File: config.mk
export PLATFORM = sky130hd
export DESIGN_NAME = uart_frame_sched_flat
export DESIGN_NICKNAME = d
export VERILOG_FILES = /design/src/rtl/uart_frame_sched_if.sv /design/src/rtl/uart_frame_sched.sv /design/src/flat_wrapper.sv
export SDC_FILE = /design/constraint.sdc
export NUM_CORES = 1
export LEC_CHECK = 0
export CAP_MARGIN = 10
export CELL_PAD_IN_SITES_DETAIL_PLACEMENT = 0
export CELL_PAD_IN_SITES_GLOBAL_PLACEMENT = 1
export CORE_ASPECT_RATIO = 1.4
export CORE_MARGIN = 2
export CORE_UTILIZATION = 40
export CTS_BUF_LIST = sky130_fd_sc_hd__clkbuf_8
export CTS_CLUSTER_SIZE = 10
export DETAILED_ROUTE_END_ITERATION = 8
export PLACE_DENSITY = 0.88
export SETUP_SLACK_MARGIN = 0.1
export SYNTH_ARGS = -nofsm -noshare
export SYNTH_HDL_FRONTEND = slang
export SYNTH_SLANG_ARGS = --single-unit
File: constraint.sdc
create_clock -name clk -period 3.34 [get_ports clk]
set_clock_uncertainty 0.15 [all_clocks]
set_input_delay 0.668 -clock clk [delete_from_list [all_inputs] [get_ports clk]]
set_output_delay 0.668 -clock clk [all_outputs]
set_load 0.05 [all_outputs]
File: src/rtl/uart_frame_sched_if.sv
// Sensor request/grant and UART TX handshake bundle
// used by the uart_frame_sched round-robin framer.
interface uart_frame_sched_if;
    logic [3:0]  req;
    logic [31:0] ch_data;
    logic [3:0]  grant;
    logic        tx_start;
    logic [7:0]  tx_data;
    logic        tx_busy;

    modport master (
        input  req, ch_data, tx_busy,
        output grant, tx_start, tx_data
    );

    modport slave (
        output req, ch_data, tx_busy,
        input  grant, tx_start, tx_data
    );
endinterface

File: src/rtl/uart_frame_sched.sv
// Periodic round-robin scheduler sharing one UART TX between
// four sensor channels; sends SYNC, channel ID, data, checksum.
module uart_frame_sched #(
    parameter int unsigned PERIOD = 50000,
    parameter logic [7:0]  SYNC   = 8'hA5
) (
    input  logic               clk,
    input  logic               rst_n,
    input  logic               ena,
    uart_frame_sched_if.master bus,
    output logic               frame_active,
    output logic [7:0]         overrun
);
    localparam int unsigned    PW   = $clog2(PERIOD);
    localparam logic [PW-1:0]  LAST = PW'(PERIOD - 1);

    typedef enum logic [1:0] {
        S_IDLE,
        S_ISSUE,
        S_WAIT_HI,
        S_WAIT_LO
    } state_t;

    state_t        r_state;
    state_t        w_nstate;
    logic [PW-1:0] r_pace;
    logic [1:0]    r_rr;
    logic [1:0]    r_idx;
    logic [1:0]    r_ch;
    logic [7:0]    r_data;
    logic [3:0]    r_grant;
    logic [7:0]    r_tx_data;
    logic [7:0]    r_overrun;

    logic          w_tick;
    logic [1:0]    w_win;
    logic          w_has_win;
    logic          w_load;
    logic          w_adv;
    logic [1:0]    w_nidx;
    logic [7:0]    w_id;
    logic [7:0]    w_nbyte;
    logic          w_tx_start;
    logic          w_frame_active;

    always_ff @(posedge clk or negedge rst_n) begin
        if (!rst_n) begin
            r_pace <= '0;
        end else if (!ena || r_pace == LAST) begin
            r_pace <= '0;
        end else begin
            r_pace <= r_pace + 1'b1;
        end
    end

    assign w_tick = ena && (r_pace == LAST);

    // Search starts one past the last winner and wraps.
    always_comb begin
        w_win     = r_rr;
        w_has_win = 1'b0;
        for (int i = 1; i <= 4; i++) begin
            if (!w_has_win && bus.req[r_rr + 2'(i)]) begin
                w_win     = r_rr + 2'(i);
                w_has_win = 1'b1;
            end
        end
    end

    assign w_load = (r_state == S_IDLE) && w_tick && w_has_win;
    assign w_adv  = (r_state == S_WAIT_LO) && !bus.tx_busy
                    && (r_idx != 2'd3);
    assign w_nidx = r_idx + 2'd1;
    assign w_id   = {6'b0, r_ch};

    always_comb begin
        case (w_nidx)
            2'd1:    w_nbyte = w_id;
            2'd2:    w_nbyte = r_data;
            default: w_nbyte = SYNC ^ w_id ^ r_data;
        endcase
    end

    always_ff @(posedge clk or negedge rst_n) begin
        if (!rst_n) begin
            r_state <= S_IDLE;
        end else begin
            r_state <= w_nstate;
        end
    end

    always_comb begin
        w_nstate = r_state;
        case (r_state)
            S_IDLE: begin
                if (w_tick && w_has_win) w_nstate = S_ISSUE;
            end
            S_ISSUE: begin
                if (!bus.tx_busy) w_nstate = S_WAIT_HI;
            end
            S_WAIT_HI: begin
                if (bus.tx_busy) w_nstate = S_WAIT_LO;
            end
            S_WAIT_LO: begin
                if (!bus.tx_busy) begin
                    w_nstate = (r_idx == 2'd3) ? S_IDLE : S_ISSUE;
                end
            end
            default: w_nstate = S_IDLE;
        endcase
    end

    always_comb begin
        w_tx_start     = (r_state == S_ISSUE) && !bus.tx_busy;
        w_frame_active = (r_state != S_IDLE);
    end

    // tx_data is loaded on entry to ISSUE so it is already valid
    // in the cycle tx_start fires and holds until the next byte.
    always_ff @(posedge clk or negedge rst_n) begin
        if (!rst_n) begin
            r_rr      <= 2'd3;
            r_idx     <= 2'd0;
            r_ch      <= 2'd0;
            r_data    <= 8'd0;
            r_grant   <= 4'd0;
            r_tx_data <= 8'd0;
            r_overrun <= 8'd0;
        end else begin
            r_grant <= 4'd0;
            if (w_load) begin
                r_ch      <= w_win;
                r_data    <= bus.ch_data[{w_win, 3'b000} +: 8];
                r_idx     <= 2'd0;
                r_rr      <= w_win;
                r_grant   <= 4'b0001 << w_win;
                r_tx_data <= SYNC;
            end else if (w_adv) begin
                r_idx     <= w_nidx;
                r_tx_data <= w_nbyte;
            end
            if (w_tick && (r_state != S_IDLE)
                && (r_overrun != 8'hFF)) begin
                r_overrun <= r_overrun + 8'd1;
            end
        end
    end

    assign bus.grant    = r_grant;
    assign bus.tx_start = w_tx_start;
    assign bus.tx_data  = r_tx_data;
    assign frame_active = w_frame_active;
    assign overrun      = r_overrun;
endmodule

File: src/flat_wrapper.sv
// flat-port wrapper written by rule: the top's interface ports become plain ports
module uart_frame_sched_flat 
#(
    parameter int unsigned PERIOD = 50000,
    parameter logic [7:0]  SYNC   = 8'hA5
)
  (clk, rst_n, ena, frame_active, overrun, bus_req, bus_ch_data, bus_tx_busy, bus_grant, bus_tx_start, bus_tx_data);
  uart_frame_sched_if bus_i ();
  input  logic clk;
  input  logic rst_n;
  input  logic ena;
  output logic frame_active;
  output logic [7:0] overrun;
  input wire logic [$bits(bus_i.req)-1:0] bus_req;
  input wire logic [$bits(bus_i.ch_data)-1:0] bus_ch_data;
  input wire logic [$bits(bus_i.tx_busy)-1:0] bus_tx_busy;
  output wire logic [$bits(bus_i.grant)-1:0] bus_grant;
  output wire logic [$bits(bus_i.tx_start)-1:0] bus_tx_start;
  output wire logic [$bits(bus_i.tx_data)-1:0] bus_tx_data;
  assign bus_i.req = bus_req;
  assign bus_i.ch_data = bus_ch_data;
  assign bus_i.tx_busy = bus_tx_busy;
  assign bus_grant = bus_i.grant;
  assign bus_tx_start = bus_i.tx_start;
  assign bus_tx_data = bus_i.tx_data;
  uart_frame_sched #(.PERIOD(PERIOD), .SYNC(SYNC)) u_core (.clk(clk), .rst_n(rst_n), .ena(ena), .bus(bus_i), .frame_active(frame_active), .overrun(overrun));
endmodule
Word-level counts from Yosys, hierarchy flattened
Cells that the tools add are included.

Bits in registers: 52. Bits of input ports: 40. Output and inout port bits: 22. Logic and storage cells: 87.

$add $sub $neg: 6. Magnitude comparators: 4. Equal/unequal tests: 13. Shift operators: 2. Mux-type cells: 29. Bitwise gates (word level): 2. Reductions and logical operators: 22.

Operator list (count): variable part select 32 x 6 -> 8 bit (1); two-way mux 2 bit (10); adder 16 x 1 -> 16 bit, second input constant (1); == test 16 bit, second input constant (1); two-way mux 16 bit (1); two-way mux 8 bit (2); case mux 8 bit (2 select lines) (1); logical AND 1 bit (12); less-than comparator 2 x 3 -> 1 bit, second input constant (4); != test 2 bit, second input constant (5); two-way mux 1 bit (9); adder 8 x 1 -> 8 bit, second input constant (1); binary-select mux 1 bit (select 2 bit) (4); == test 2 bit, second input constant (4); != test 8 bit, second input constant (1); case mux 2 bit (4 select lines) (1); XOR 8 bit (1); zero test 1 bit (5); adder 2 x 1 -> 2 bit, second input constant (2); adder 2 bit, second input constant (2); == test 2 x 1 -> 1 bit, second input constant (2); two-way mux 4 bit (1); inverter 1 -> 4 bit (1); AND reduction 4 bit (1); 4 further kinds (5).

Logic depth before layout (Yosys ltp)
Gate-level depths: netlist (run 1).

Depth in word-level cells: 16. Gate-level depth with buffers: 8. Depth with buffers taken out: 7.

Worst setup path after synthesis (run 1)
Ideal clock, no wire load.

Path kind: input-to-reg. Start point: in bus_req[1]. End point: reg u_core.r_data[0]. Setup time: 0.126 ns. Data arrival time: 2.415 ns. Required time: 3.064 ns. Setup slack: 0.649 ns. Cell stages on the path: 6. Path buffers: 1. Path through: o21ai_0 -> a21boi_0 -> a311oi_2 -> buf_2 -> mux2_2 -> a221o_1.

Word-level cells in the longest chain between the ends: 13. Elaborated cells between the ends (all ways): 24. Those cells by class: 1 x shift; 16 x mux; 7 x reduce/logical.

Ends and longest elaborated chain: from (decl) (RTL line flat_wrapper.sv:14) `input wire logic [$bits(bus_i.req)-1:0] bus_req;`; binary-select mux 1 bit (select 2 bit) (RTL line uart_frame_sched.sv:63) `if (!w_has_win && bus.req[r_rr + 2'(i)]) begin`; two-way mux 1 bit (not written as such) (RTL line uart_frame_sched.sv:63); two-way mux 1 bit (RTL line uart_frame_sched.sv:63); zero test 1 bit (RTL line uart_frame_sched.sv:63); logical AND 1 bit (RTL line uart_frame_sched.sv:63); two-way mux 1 bit (RTL line uart_frame_sched.sv:63); zero test 1 bit (RTL line uart_frame_sched.sv:63); logical AND 1 bit (RTL line uart_frame_sched.sv:63); two-way mux 1 bit (RTL line uart_frame_sched.sv:63); zero test 1 bit (RTL line uart_frame_sched.sv:63); logical AND 1 bit (RTL line uart_frame_sched.sv:63); two-way mux 2 bit / two-way mux 1 bit (equally long branches) (RTL line uart_frame_sched.sv:63); variable part select 32 x 6 -> 8 bit / logical AND 1 bit (equally long branches) (RTL line uart_frame_sched.sv:133, uart_frame_sched.sv:70); to (signal assigned) (RTL line uart_frame_sched.sv:133) `r_data <= bus.ch_data[{w_win, 3'b000} +: 8];`; to (decl) (RTL line uart_frame_sched.sv:30) `logic [7:0] r_data;`.

Parallel ways exist; a longest one is shown, timed or not. The select of a mux whose other input is x is not followed. A chain may end at the register's enable or synchronous reset.

Worst setup path after layout (run 1)
Start point: in bus_tx_busy. End point: out bus_tx_start.

Word-level cells in the longest chain between the ends: 2.

Ends and longest elaborated chain: from (decl) (RTL line flat_wrapper.sv:16) `input wire logic [$bits(bus_i.tx_busy)-1:0] bus_tx_busy;`; zero test 1 bit (RTL line uart_frame_sched.sv:114) `w_tx_start = (r_state == S_ISSUE) && !bus.tx_busy;`; logical AND 1 bit (RTL line uart_frame_sched.sv:114); to (decl) (RTL line flat_wrapper.sv:18) `output wire logic [$bits(bus_i.tx_start)-1:0] bus_tx_start;`.

No other way between the ends.

==> metrics.md, run 1 <==
| Metric | Value |
|---|---|
| CTS Buf Count | `5` |
| Syn nets | `320` |
| Worst Hold Class | `in -> async` |
| Total DRC errors in the routed layout | `0` |
| Most numerous cell in the Yosys netlist | `dfrtp_1` |
| Number of DRC markers in iteration 0 | `89` |
| Ratio of cells with drive above 1 in the final layout | `12.7%` |
| Worst-Margin Slew | `0.689 ns` |
| Largest stage delay, worst path | `0.80 ns` |
| Met2 GRT Util | `29.1%` |
| Fraction of registers with async set/reset | `100%` |
| Top post-synthesis cells by area | `dfrtp_1, mux2_2, ha_1` |
| Busiest layer in global routing | `met2` |
| Die width | `74.5 um` |
| Post-Synthesis Cells | `270` |
| Final setup TNS | `0 ns` |
| FMAX | `347 MHz` |
| GR Util met1 | `19.2%` |
| Initial antenna violation count | `0` |
| Vias post-DR | `2200` |
| Worst Setup Path Type | `in -> out` |
| DR WL/cell | `13.1 um` |
| Die height | `103 um` |
| Row cnt | `36` |
| Yosys top cell by area | `dfrtp_1` |
| TritonCTS clock tree | `built` |
| YS warnings | `0` |
| Met3 global-route usage | `4.20%` |
| Max-slew headroom | `53.6%` |
| VDD IR max | `0.302 mV` |
| Synth Area per Inst | `10.3 um2` |
| Longest Clk Path Bufs | `2` |
| Initial Util | `40.7%` |
| Unrepaired setup endpoints after global routing | `no` |
| Htree depth | `2` |
| CORE AREA | `6850 um2` |
| Top post-synthesis cells by count | `dfrtp_1, nor2_1, nand2_1` |
| Worst-path clk slew | `0.09 ns` |
| Clock latency on the worst-skew pair | `0.30 ns` |
| Via density | `5.07` |
| NumNets Final | `388` |
| Tot GR Track Use | `16.3%` |
| CP max FO | `4` |
| CTS sink cnt | `52` |
| Number of synthesized flops with an enable pin | `0` |
| WP data required | `2.52 ns` |
| Yosys cell types | `39` |
| Buf/Inv on CP | `2` |
| Worst Path Arrival | `2.06 ns` |
| Synth Register Bits | `52` |
| Status | `complete, no violations` |
| Filler Cell Count | `638` |
| Register area share after synthesis | `46.8%` |
| Finished Cell Area | `3640 um2` |
| Post-DRT Antenna Nets | `0` |
| Post-synth top flop | `dfrtp_1` |
| Setup Fix Bufs, Post-CTS | `0` |
| Vias in the first global route | `2214` |
| Worst setup SP type | `primary input` |
| Die Area | `7650 um2` |
| DR pass1 iterations | `4` |
| DRT Wirelength | `5680 um` |
| Cell Area, Synth | `2780 um2` |
| Final Hold Viols | `0` |
| Ant. Diodes | `0` |
| Setup crit end kind | `primary output` |
| Largest net degree at the start of global routing | `53` |
| Max-cap viol count | `0` |
| Final setup vio count | `0` |
| Slew Limit Fails | `0` |
| Area grow syn2layout | `30.7%` |
| Tmin final | `2.88 ns` |
| Clk root buf | `clkbuf_8` |
| Power per cell area | `547 nW/um2` |
| Crit-path slowest cell | `clkdlybuf4s50_1` |
| Crit-path cells | `clkdlybuf4s50_1, nor2b_1, clkdlybuf4s50_1` |
| First-pass GRT wire length | `9850 um` |
| Hold_buf cts | `0` |
| GPL Wtd Cong | `0.829` |
| Num ports | `62` |
| Multi-input gate area | `1420 um2` |
| Final period util | `86.3%` |
| LEAKAGE | `1.56 nW` |
| Area share of the largest cell type after synthesis | `44.9%` |
| Final HPWL DP | `4300 um` |
| Resize count post-CTS | `0` |
| PortBufs | `61` |
| GRT overflow | `0` |
| CP delay by family, top | `buffers and inverters` |
| Most used cell, CP | `clkdlybuf4s50_1` |
| Area post-placement | `3530 um2` |
| FF+latch area | `1300 um2` |
[state kept, by name, summed over array words and instances (netlist names)]
name and cells:
u_core.bus.grant 4, u_core.bus.tx_data 8, u_core.overrun 8, u_core.r_ch 2, u_core.r_data 8, u_core.r_idx 2, u_core.r_pace 16, u_core.r_rr 2
u_core.r_state 2
[metrics by stage]
step	utilization (%)	setup slack [ns]	hold WS, ns	instances	total power [mW]
final	53.1	0.459	0.309	434	1.99
after global routing	53.1	0.353	0.362	434	2.12
after CTS	53.1	0.437	0.328	434	2.02
after detailed placement	51.6	0.372	0.335	426	1.58
after global placement	51.6	0.390	0.326	426	1.57
after floorplan	-	0.649	0.222	270	1.31
[where the power goes]
group	internal, mW	switching (mW)	total (mW)
sequential	0.719	0.0637	0.783
clock	0.220	0.203	0.423
combinational	0.317	0.468	0.785
total	1.26	0.735	1.99
[cell type report]
cell class | instances | share of cell area (%)
inverters | 9 | 0.929
multi-input cells | 202 | 38.9
flip-flops and latches | 52 | 35.8
clock inverters | 3 | 1.07
well taps | 95 | 3.27
repair buffers | 68 | 18.1
clock buffers | 5 | 1.89
[per-layer routing]
layer	wire length [um]	vias to the layer above
met5	0	-
met4	54	0
met2	2950	54
met3	314	4
met1	2360	1049
li1	-	1093
[worst paths after layout]
kind | cells past startpoint | end | slack (ns) | from
setup / recovery | 3 | bus_tx_start | 0.46 | bus_tx_busy
hold / removal | 2 | u_core.r_data[4] | 0.31 | rst_n
setup reg to reg | 6 | u_core.r_data[7] | 0.76 | u_core.r_state[0]
hold reg to reg | 1 | u_core.overrun[4] | 0.34 | u_core.overrun[4]
max in group asynchronous | 2 | u_core.r_data[1] | 2.30 | rst_n
min in group clk | 1 | u_core.overrun[4] | 0.34 | u_core.overrun[4]
[placed cells by master (no fill, tap or decap), types with 9 or more instances in the layout]
cell / count
ha_1: 10
nand3_1: 12
and3_1: 9
nor2_1: 26
nand2_1: 20
clkdlybuf4s50_1: 60
dfrtp_1: 50
o21ai_0: 12
a21oi_1: 9
xnor2_1: 13
inv_1: 10
mux2_2: 18
[kinds of logic after synthesis]
group | synth area share (%)
simple gates | 22.5
fa+ha+maj | 4.49
mux | 7.64
compound gates | 9.75
xor+xnor | 6.29
flops | 46.8
buf+inv | 2.52
Note: power is estimated with default switching activity, not from simulation.
==> inputs of run 2 (changes only) <==
--- a/config.mk
+++ b/config.mk
@@ -10,11 +10,11 @@
 export CELL_PAD_IN_SITES_GLOBAL_PLACEMENT = 1
 export CORE_ASPECT_RATIO = 1.4
 export CORE_MARGIN = 2
-export CORE_UTILIZATION = 40
+export CORE_UTILIZATION = 36
 export CTS_BUF_LIST = sky130_fd_sc_hd__clkbuf_8
 export CTS_CLUSTER_SIZE = 10
 export DETAILED_ROUTE_END_ITERATION = 8
-export PLACE_DENSITY = 0.88
+export PLACE_DENSITY = 0.84
 export SETUP_SLACK_MARGIN = 0.1
 export SYNTH_ARGS = -nofsm -noshare
 export SYNTH_HDL_FRONTEND = slang
==> constraint.sdc (replaced) <==
create_clock -name clk -period 2.5 [get_ports clk]
set_clock_uncertainty 0.15 [all_clocks]
set_input_delay 0.5 -clock clk [delete_from_list [all_inputs] [get_ports clk]]
set_output_delay 0.5 -clock clk [all_outputs]
set_load 0.05 [all_outputs]
==> run 2 against run 1 <==
  * Routed wire length rose by 9.2%
  * Hold slack got worse by 0.30 ns
  * Total power rose by 36%
  * Via count rose by 2.2%
  * Global-route usage fell by 0.98 points
  * Setup slack got worse by 0.28 ns
  * Clock-buffer cell count rose by 1
  * Clock power rose by 22%
  * Sequential power rose by 34%
==> metrics.md, run 2 (synthesized netlist as in run 1, its figures left out) <==
| Metric | Value |
|---|---|
| Fin worst setup slack | `0.178 ns (-0.281 ns)` |
| Worst-Margin Slew | `0.605 ns (-0.0842 ns)` |
| PortBufs | `61 (unchanged)` |
| Max-slew headroom | `59.3% (+5.7 points)` |
| Tot GR Track Use | `15.3% (-0.98 points)` |
| Via density | `4.94 (-2.5%)` |
| Longest Clk Path Bufs | `2 (unchanged)` |
| Total power | `2.71 mW (+36%)` |
| DR WL/cell | `13.6 um (+4.2%)` |
| Max-cap viol count | `0 (unchanged)` |
| Total DRC errors in the routed layout | `0 (unchanged)` |
| Final Hold Viols | `0 (unchanged)` |
| Most common cell after layout, fill and taps aside | `clkdlybuf4s50_1` |
| Dpl cells | `444 (+4.2%)` |
| TritonCTS clock tree | `built` |
| Status | `complete, no violations` |
| LEAKAGE | `1.70 nW (+9.1%)` |
| CTS Buf Count | `5 (unchanged)` |
| Die height | `108 um (+5.2%)` |
| Filler Cell Count | `687 (+7.7%)` |
| Final core utilization | `52.7% (-0.47 points)` |
| Row cnt | `37 (+2.8%)` |
| Initial Util | `37.6% (-3.1 points)` |
| Final setup vio count | `0 (unchanged)` |
| GPL Wtd Cong | `0.817 (-1.5%)` |
| Ratio of cells with drive above 1 in the final layout | `20.7% (+8.0 points)` |
| Final period util | `92.9%` |
| NumNets Final | `407 (+4.9%)` |
| GRT overflow | `0 (unchanged)` |
| Max FFs per register | `16 (unchanged)` |
| Power per cell area | `694 nW/um2 (+27%)` |
| CORE AREA | `7410 um2 (+8.2%)` |
| Vias in the first global route | `2281 (+3.0%)` |
| Largest reg by FF count | `u_core.r_pace` |
| Worst r2r dst | `u_core.r_data[1]` |
| Worst-path clk slew | `0.10 ns (about the same)` |
| Htree depth | `2 (unchanged)` |
| Unrepaired setup endpoints after global routing | `no` |
| Worst-case reg-to-reg path depth | `7 (+1)` |
| Vias post-DR | `2248 (+2.2%)` |
| Final setup TNS | `0 ns (unchanged)` |
| FMAX | `431 MHz` |
| DRT Wirelength | `6200 um (+9.2%)` |
| Tmin final | `2.32 ns` |
| Die Area | `8460 um2 (+11%)` |
| Largest net degree at the start of global routing | `53 (unchanged)` |
| Worst slack, placed | `-0.183 ns (-0.555 ns)` |
| Hold_buf cts | `0 (unchanged)` |
| Area grow syn2layout | `40.1%` |
| VDD IR max | `0.557 mV (+84%)` |
| Setup crit end kind | `flop` |
| Slew Limit Fails | `0 (unchanged)` |
| WP data required | `2.55 ns (+0.03 ns)` |
| Clock latency on the worst-skew pair | `0.31 ns (about the same)` |
| Reg2reg setup slack | `0.18 ns (-0.58 ns)` |
| Post-DRT Antenna Nets | `0 (unchanged)` |
| Most frequent cells in the layout | `clkdlybuf4s50_1, dfrtp_1, nor2_1` |
| CP max FO | `13 (+9)` |
| Final HPWL DP | `4550 um (+5.9%)` |
| Num ports | `62 (unchanged)` |
| DR pass1 iterations | `5 (+1)` |
| Worst Setup Path Type | `reg -> reg` |
| Number of DRC markers in iteration 0 | `68 (-24%)` |
| Fin cells | `455 (+4.8%)` |
| CTS sink cnt | `52 (unchanged)` |
| Worst setup SP type | `flop` |
| Worst Hold Class | `in -> async` |
| RR Startpoint | `u_core.r_pace[1]` |
| Worst Path Arrival | `2.37 ns (+0.31 ns)` |
| First-pass GRT wire length | `10300 um (+4.4%)` |
| Initial antenna violation count | `0 (unchanged)` |
| Clk root buf | `clkbuf_8` |
| Die width | `78.3 um (+5.1%)` |
| Ant. Diodes | `0 (unchanged)` |
## run 2: final cells by class
type	count	area, um2	area share (%)
inverter	9	37.5	0.962
clock buffer	6	82.6	2.12
tap	97	121	3.11
multi-input combinational	202	1480	38.0
timing repair buffer	87	858	22.0
sequential	52	1310	33.5
clock inverter	2	13.8	0.353
## run 2: worst max path at each step
stage          cells after the start                 to         startpoint  slack [ns]
4_1_cts                            6  u_core.r_state[1]         bus_req[0]        0.12
3_5_place_dp                       6   u_core.r_data[4]         bus_req[3]       -0.18
5_1_grt                            7   u_core.r_data[6]   u_core.r_pace[1]         0.1
2_1_floorplan                      8   u_core.r_data[6]  u_core.r_state[0]        0.10
6_report                           7   u_core.r_data[1]   u_core.r_pace[1]        0.18
3_3_place_gp                       6   u_core.r_data[5]         bus_req[3]       -0.17
## run 2: what timing repair did
action | CTS | global route
pin swaps | 0 | 5
buffers inserted | 0 | 2
endpoints found under the setup margin | 15 | 12
resized for setup | 3 | 7
gates cloned | 0 | 1
hold endpoints to repair | 0 | 0
## run 2: metrics by stage
stage,hold slack [ns],instance area (um2)
floorplan,0.0544,2830
global placement,0.335,3730
detailed placement,0.341,3730
CTS,0.0176,3840
global route,0.0372,3900
finish,0.0129,3900
## run 2: critical path: stages, from the launching register on
cell and delay [ns]:
dfrtp_1 0.39, ha_1 0.18, and3_2 0.22, nand4_4 0.13, or4_1 0.53, buf_4 0.19
and2_0 0.17, a221o_1 0.25
## run 2: report_power, final
part,switching (mW),internal [mW],total (mW),leakage (nW)
Clock,0.288,0.227,0.515,0.0516
Sequential,0.0884,0.960,1.05,0.676
Combinational,0.658,0.486,1.14,0.971
## run 2: per-layer routing
metal  wire length, um  track usage (%)  up-vias
met2              3250             28.2       50
met3               243             3.34        7
met5                 0                0        -
met4                91             5.26        0
met1              2610             17.3     1057
li1                  -                -     1134
